File: src/rtl/sdram_bist.sv
// Built-in self-test initiator for the SDRAM front-end user port: fills a region with
// an address-derived pattern, reads it back and counts mismatches. Option: SDRAM_BIST_TIMEOUT_EN.
module sdram_bist #(
    parameter logic [23:0] BASE     = 24'h000000,
    parameter int unsigned LEN_LOG2 = 10,
    parameter int unsigned GAP      = 32,
    parameter int unsigned TIMEOUT  = 4095
) (
    input  logic        clk,
    input  logic        sys_rst_n,
    input  logic        start,
    input  logic [15:0] seed,
    output logic        busy,
    output logic        done,
    output logic        pass,
    output logic        timeout,
    output logic [15:0] err_count,
    output logic [23:0] first_err_addr,
    output logic [15:0] first_err_data,
    output logic [23:0] address,
    output logic [15:0] data_in,
    output logic        write_latch_address,
    output logic        write_en,
    output logic        write_req,
    input  logic        write_ack,
    output logic        read_req,
    input  logic        read_ack,
    input  logic [15:0] data_out
);

    localparam int unsigned IDX_W = LEN_LOG2 + 1;
    localparam int unsigned GAP_W = (GAP > 1) ? $clog2(GAP) : 1;
    localparam logic [IDX_W-1:0] LAST_IDX = IDX_W'((64'd1 << LEN_LOG2) - 64'd1);
    localparam logic [GAP_W-1:0] GAP_LAST = GAP_W'(GAP - 1);

    typedef enum logic [2:0] {
        S_IDLE,
        S_FILL,
        S_GAP,
        S_RREQ,
        S_RWAIT,
        S_RREL,
        S_FIN
    } state_e;

    state_e           state_q, state_d;
    logic [IDX_W-1:0] idx_q, idx_d;
    logic [GAP_W-1:0] gap_cnt_q, gap_cnt_d;
    logic [15:0]      seed_q, seed_d;
    logic             start_q;
    logic             busy_q, busy_d;
    logic             done_q, done_d;
    logic             pass_q, pass_d;
    logic             timeout_q, timeout_d;
    logic [15:0]      err_count_q, err_count_d;
    logic [23:0]      first_err_addr_q, first_err_addr_d;
    logic [15:0]      first_err_data_q, first_err_data_d;
    logic [23:0]      address_q, address_d;
    logic [15:0]      data_in_q, data_in_d;
    logic             wla_q, wla_d;
    logic             write_en_q, write_en_d;
    logic             read_req_q, read_req_d;
    logic [23:0]      addr_c;
    logic [15:0]      exp_c;
    logic             unused_c;

`ifdef SDRAM_BIST_TIMEOUT_EN
    localparam int unsigned TMO_W = ($clog2(TIMEOUT + 1) > 12) ? $clog2(TIMEOUT + 1) : 12;
    localparam logic [TMO_W-1:0] TMO_LAST = TMO_W'(TIMEOUT - 1);

    logic [TMO_W-1:0] tmo_cnt_q, tmo_cnt_d;

    // RWAIT watchdog counter
    always_ff @(posedge clk or negedge sys_rst_n) begin
        if (!sys_rst_n) begin
            tmo_cnt_q <= '0;
        end else begin
            tmo_cnt_q <= tmo_cnt_d;
        end
    end

    assign unused_c = write_ack;
`else
    assign unused_c = ^{write_ack, 32'(TIMEOUT)};
`endif

    // word address and the pattern expected at the currently driven address
    assign addr_c = 24'(32'(BASE) + 32'(idx_q));
    assign exp_c  = address_q[15:0] ^ seed_q;

    always_comb begin
        state_d          = state_q;
        idx_d            = idx_q;
        gap_cnt_d        = gap_cnt_q;
        seed_d           = seed_q;
        busy_d           = busy_q;
        done_d           = done_q;
        pass_d           = pass_q;
        timeout_d        = timeout_q;
        err_count_d      = err_count_q;
        first_err_addr_d = first_err_addr_q;
        first_err_data_d = first_err_data_q;
        address_d        = address_q;
        data_in_d        = data_in_q;
        wla_d            = 1'b0;
        write_en_d       = 1'b0;
        read_req_d       = 1'b0;
`ifdef SDRAM_BIST_TIMEOUT_EN
        tmo_cnt_d        = tmo_cnt_q;
`endif

        unique case (state_q)
            S_IDLE: begin
                if (start && !start_q) begin
                    seed_d           = seed;
                    err_count_d      = '0;
                    first_err_addr_d = '0;
                    first_err_data_d = '0;
                    timeout_d        = 1'b0;
                    done_d           = 1'b0;
                    pass_d           = 1'b0;
                    busy_d           = 1'b1;
                    idx_d            = '0;
                    state_d          = S_FILL;
                end
            end
            S_FILL: begin
                write_en_d = 1'b1;
                wla_d      = (idx_q == '0);
                address_d  = addr_c;
                data_in_d  = addr_c[15:0] ^ seed_q;
                idx_d      = idx_q + IDX_W'(1);
                if (idx_q[2:0] == 3'd7) begin
                    gap_cnt_d = '0;
                    state_d   = S_GAP;
                end
            end
            S_GAP: begin
                gap_cnt_d = gap_cnt_q + GAP_W'(1);
                if (gap_cnt_q == GAP_LAST) begin
                    if (idx_q[LEN_LOG2]) begin
                        idx_d   = '0;
                        state_d = S_RREQ;
                    end else begin
                        state_d = S_FILL;
                    end
                end
            end
            S_RREQ: begin
                read_req_d = 1'b1;
                address_d  = addr_c;
`ifdef SDRAM_BIST_TIMEOUT_EN
                tmo_cnt_d  = '0;
`endif
                state_d    = S_RWAIT;
            end
            S_RWAIT: begin
                read_req_d = 1'b1;
                if (read_ack) begin
                    // first_err_* only captures while the count is still zero
                    if (data_out != exp_c) begin
                        if (err_count_q != 16'hFFFF) begin
                            err_count_d = err_count_q + 16'd1;
                        end
                        if (err_count_q == 16'd0) begin
                            first_err_addr_d = address_q;
                            first_err_data_d = data_out;
                        end
                    end
                    read_req_d = 1'b0;
                    state_d    = S_RREL;
                end
`ifdef SDRAM_BIST_TIMEOUT_EN
                else if (tmo_cnt_q == TMO_LAST) begin
                    timeout_d  = 1'b1;
                    if (err_count_q != 16'hFFFF) begin
                        err_count_d = err_count_q + 16'd1;
                    end
                    read_req_d = 1'b0;
                    state_d    = S_FIN;
                end else begin
                    tmo_cnt_d = tmo_cnt_q + TMO_W'(1);
                end
`endif
            end
            S_RREL: begin
                // wait for ack to drop so the next request is a fresh edge
                if (!read_ack) begin
                    if (idx_q == LAST_IDX) begin
                        state_d = S_FIN;
                    end else begin
                        idx_d   = idx_q + IDX_W'(1);
                        state_d = S_RREQ;
                    end
                end
            end
            S_FIN: begin
                busy_d  = 1'b0;
                done_d  = 1'b1;
                pass_d  = (err_count_q == 16'd0) && !timeout_q;
                state_d = S_IDLE;
            end
            default: begin
                state_d = S_IDLE;
            end
        endcase
    end

    always_ff @(posedge clk or negedge sys_rst_n) begin
        if (!sys_rst_n) begin
            state_q          <= S_IDLE;
            idx_q            <= '0;
            gap_cnt_q        <= '0;
            seed_q           <= '0;
            start_q          <= 1'b0;
            busy_q           <= 1'b0;
            done_q           <= 1'b0;
            pass_q           <= 1'b0;
            timeout_q        <= 1'b0;
            err_count_q      <= '0;
            first_err_addr_q <= '0;
            first_err_data_q <= '0;
            address_q        <= '0;
            data_in_q        <= '0;
            wla_q            <= 1'b0;
            write_en_q       <= 1'b0;
            read_req_q       <= 1'b0;
        end else begin
            state_q          <= state_d;
            idx_q            <= idx_d;
            gap_cnt_q        <= gap_cnt_d;
            seed_q           <= seed_d;
            start_q          <= start;
            busy_q           <= busy_d;
            done_q           <= done_d;
            pass_q           <= pass_d;
            timeout_q        <= timeout_d;
            err_count_q      <= err_count_d;
            first_err_addr_q <= first_err_addr_d;
            first_err_data_q <= first_err_data_d;
            address_q        <= address_d;
            data_in_q        <= data_in_d;
            wla_q            <= wla_d;
            write_en_q       <= write_en_d;
            read_req_q       <= read_req_d;
        end
    end

    assign busy                = busy_q;
    assign done                = done_q;
    assign pass                = pass_q;
    assign timeout             = timeout_q;
    assign err_count           = err_count_q;
    assign first_err_addr      = first_err_addr_q;
    assign first_err_data      = first_err_data_q;
    assign address             = address_q;
    assign data_in             = data_in_q;
    assign write_latch_address = wla_q;
    assign write_en            = write_en_q;
    assign read_req            = read_req_q;
    assign write_req           = 1'b0;

endmodule

File: config.mk
export PLATFORM = sky130hd
export DESIGN_NAME = sdram_bist
export DESIGN_NICKNAME = d
export VERILOG_FILES = /design/src/rtl/sdram_bist.sv
export SDC_FILE = /design/constraint.sdc
export NUM_CORES = 1
export LEC_CHECK = 0
export CAP_MARGIN = 20
export CORE_ASPECT_RATIO = 1.75
export CORE_MARGIN = 1.5
export CORE_UTILIZATION = 45
export CTS_CLUSTER_SIZE = 12
export DETAILED_ROUTE_END_ITERATION = 12
export PLACE_DENSITY = 0.78
export SYNTH_ARGS = -nofsm -noshare
export SYNTH_HDL_FRONTEND = slang
export SYNTH_SLANG_ARGS = --single-unit
File: constraint.sdc
create_clock -name clk -period 2.65 [get_ports clk]
set_input_delay 0.53 -clock clk [delete_from_list [all_inputs] [get_ports clk]]
set_output_delay 0.53 -clock clk [all_outputs]
set_load 0.02 [all_outputs]
==> impl_metrics.yaml <==
sta:
  drv_slew: 0
  worst_slew_pin_slew_ps: 750
  hold_viol_final: 0
  timing.fmax_mhz: 423
  relSlewSlack_pct: 49.9
  skew_ps: 8.58
  fin_crit_sh_pct: 89.2
  worst_slack_ps: 287
  period_minus_slack_ps: 2360
  tns_ps: 0
  finalSetupViolCount: 0
  rsz0062_at_grt: "no"
floorplan:
  rows: 55
  die_height_um: 154
  initial_utilization_pct: 45.7
  die_area_sq_mm: 0.0137
  die_width_um: 89.2
  core_sq_mm: 0.0128
  ios: 141
worst_setup_path:
  worst_path_max_delay_cell: "clkdlybuf4s50_1"
  r2r-start: "err_count[0]"
  critPathCaptureType: "flop"
  cpMostUsedCell: "xnor2_1"
  cp-endpoint: "first_err_data[12]"
  path_cells: "clkdlybuf4s50_1 > xnor2_1 > xnor2_1 > nor4b_1 > and4_1 > a211o_1 > buf_12 > mux2i_1"
  path_buf_inv: 2
  worstSetupPathType: "in -> reg"
  path_depth: 8
  crit_arrival_ps: 2640
  startpoint: "data_out[2]"
  start_kind: "input port"
  critical_path_required_ps: 2930
  r2r_cells: 7
  cpLargestDelayFamily: "buffers and inverters"
  reg2reg_to: "err_count[11]"
  crit_path_max_incr_delay_ps: 470
  crit_fanout: 27
  rrSetupSlack_ps: 310
synth:
  synth_most_common_cell: "dfrtp_1"
  synth.distinct_cells: 52
  async_flop_share_pct: 100
  synth_area_sq_mm: 0.00585
  synthFlopType: "dfrtp_1"
  ys_seq_elements: 112
  ys_top_cells_by_area: "dfrtp_1, xnor2_1, nand2_1"
  synthCells: 593
  synth.yosys.seq_area_share_pct: 47.9
  yosys_warnings: 0
  synth_edf_count: 0
  synth_top_area_cell: "dfrtp_1"
  synth_area_per_cell_sq_um: 9.87
  ys_top_cells_by_count: "dfrtp_1, nand2_1, nor2_1"
  netlist.area_leader.share_pct: 47.9
clocking:
  post_cts_resize_count: 0
  cts_setup_buffers: 0
  cts.sinks: 112
  cts_buffers: 9
  root_buffer: "clkbuf_16"
  clk_pin_slew_ps: 80
  clk_latency_ps: 360
  clock_path_buffers: 2
  cts_tree: "done"
  cts_hold_buffers: 0
  cts_max_level: 3
job:
  maxCapViolations: 0
global_routing:
  grt_pass1_vias: 4612
  grt_pass1_wl_um: 23200
  grt_max_degree: 46
  antenna_found_initial: 0
  grtUsageTotal_pct: 21.9
  grt_remaining_overflow: 0
pwr:
  power.leakage_nw: 3.27
  p_total_mw: 7.48
  power_density_mw_per_mm2: 1010
  ir_drop_mv: 0.562
routing:
  drt_wl_total_um: 14200
  initialDrtViolationCount: 236
  drc: 0
  viasPerCell: 5.29
  ant_nets: 0
  vias: 4616
  firstDrtPassIters: 4
  wl_per_cell_um: 16.3
run_status:
  status: "finished clean"
final_layout:
  fillers: 1086
  final_nets: 740
  n_antenna_cell: 0
  syn_to_final_growth_pct: 25.9
  drive_gt1_share_pct: 9.84
  fin_area_sq_mm: 0.00737
placement:
  pre_cts_ws_ps: -31.1
  hpwl_um: 10700
  gp_congestion: 0.868
  placed_area_sq_mm: 0.00706
  io_buffers: 111
hold_path:
  hp-class: "in -> async"
==> state kept, by name, indices dropped and copies added (netlist names) <==
name and cells:
address 11, busy 1, data_in 16, done 1, err_count 16, first_err_addr 11
first_err_data 16, gap_cnt_q 5, idx_q 11, pass 1, read_req 1, seed_q 16
start_q 1, state_q 3, write_en 1, write_latch_address 1
==> metrics by stage <==
step / hold WS [ps] / instances / util [%]
2_1_floorplan: 234 / 620 / -
3_3_place_gp: 481 / 856 / 55.1
3_5_place_dp: 481 / 856 / 55.1
4_1_cts: 101 / 872 / 57.6
5_1_grt: 112 / 872 / 57.6
6_report: 86.4 / 872 / 57.6
==> where the power goes <==
| group | internal [mW] | switching [mW] |
|---|---|---|
| clock network | 0.757 | 0.670 |
| logic | 1.56 | 1.77 |
| registers | 2.24 | 0.476 |
| total | 4.56 | 2.92 |
==> cell families after synthesis <==
logic type | count (synthesis) | synth area share [%]
mux | 50 | 9.00
other cells | 1 | 0.0641
fa+ha+maj | 7 | 1.50
xor+xnor | 38 | 5.69
flops | 112 | 47.9
simple gates | 191 | 15.9
compound gates | 95 | 11.1
buf+inv | 99 | 8.91
==> layer usage <==
layer	part of all wire, %	wire, um	vias up	global-route usage, %
met5	0	0	-	0
met4	4.2	601	0	11.7
met3	4.4	632	32	3.06
met2	52	7450	153	36.4
met1	39	5540	2245	26.7
li1	-	-	2186	-
==> final cells by class <==
type / instances / area (sq um) / area share (%)
Clock buffer: 9 / 225 / 3.06
Clock inverter: 7 / 87.6 / 1.19
Inverter: 33 / 124 / 1.68
Multi-Input combinational cell: 409 / 2630 / 35.7
Sequential cell: 112 / 2800 / 38.0
Tap cell: 171 / 214 / 2.90
Timing Repair Buffer: 131 / 1280 / 17.4
==> layout by cell type (no fill, tap or decap), types with 8 or more instances in the layout <==
| cell | n |
|---|---|
| o31ai_1 | 8 |
| mux2_2 | 21 |
| conb_1 | 28 |
| xnor2_1 | 35 |
| clkbuf_16 | 9 |
| mux2i_1 | 29 |
| nor2_1 | 39 |
| clkdlybuf4s50_1 | 110 |
| o21ai_0 | 20 |
| buf_4 | 19 |
| a31oi_1 | 8 |
| nand2_1 | 79 |
| o41ai_1 | 15 |
| a21oi_1 | 23 |
| inv_1 | 33 |
| dfrtp_1 | 112 |
==> worst min path at each step <==
stage,end,slack (ps),cells after the start
after floorplan,address[0],230,0
after global placement,first_err_data[8],480,1
after detailed placement,first_err_data[8],480,1
after CTS,first_err_data[8],100,1
after global routing,first_err_data[8],110,1
final,first_err_data[8],90,1
Note: power is estimated with default switching activity, not from simulation.
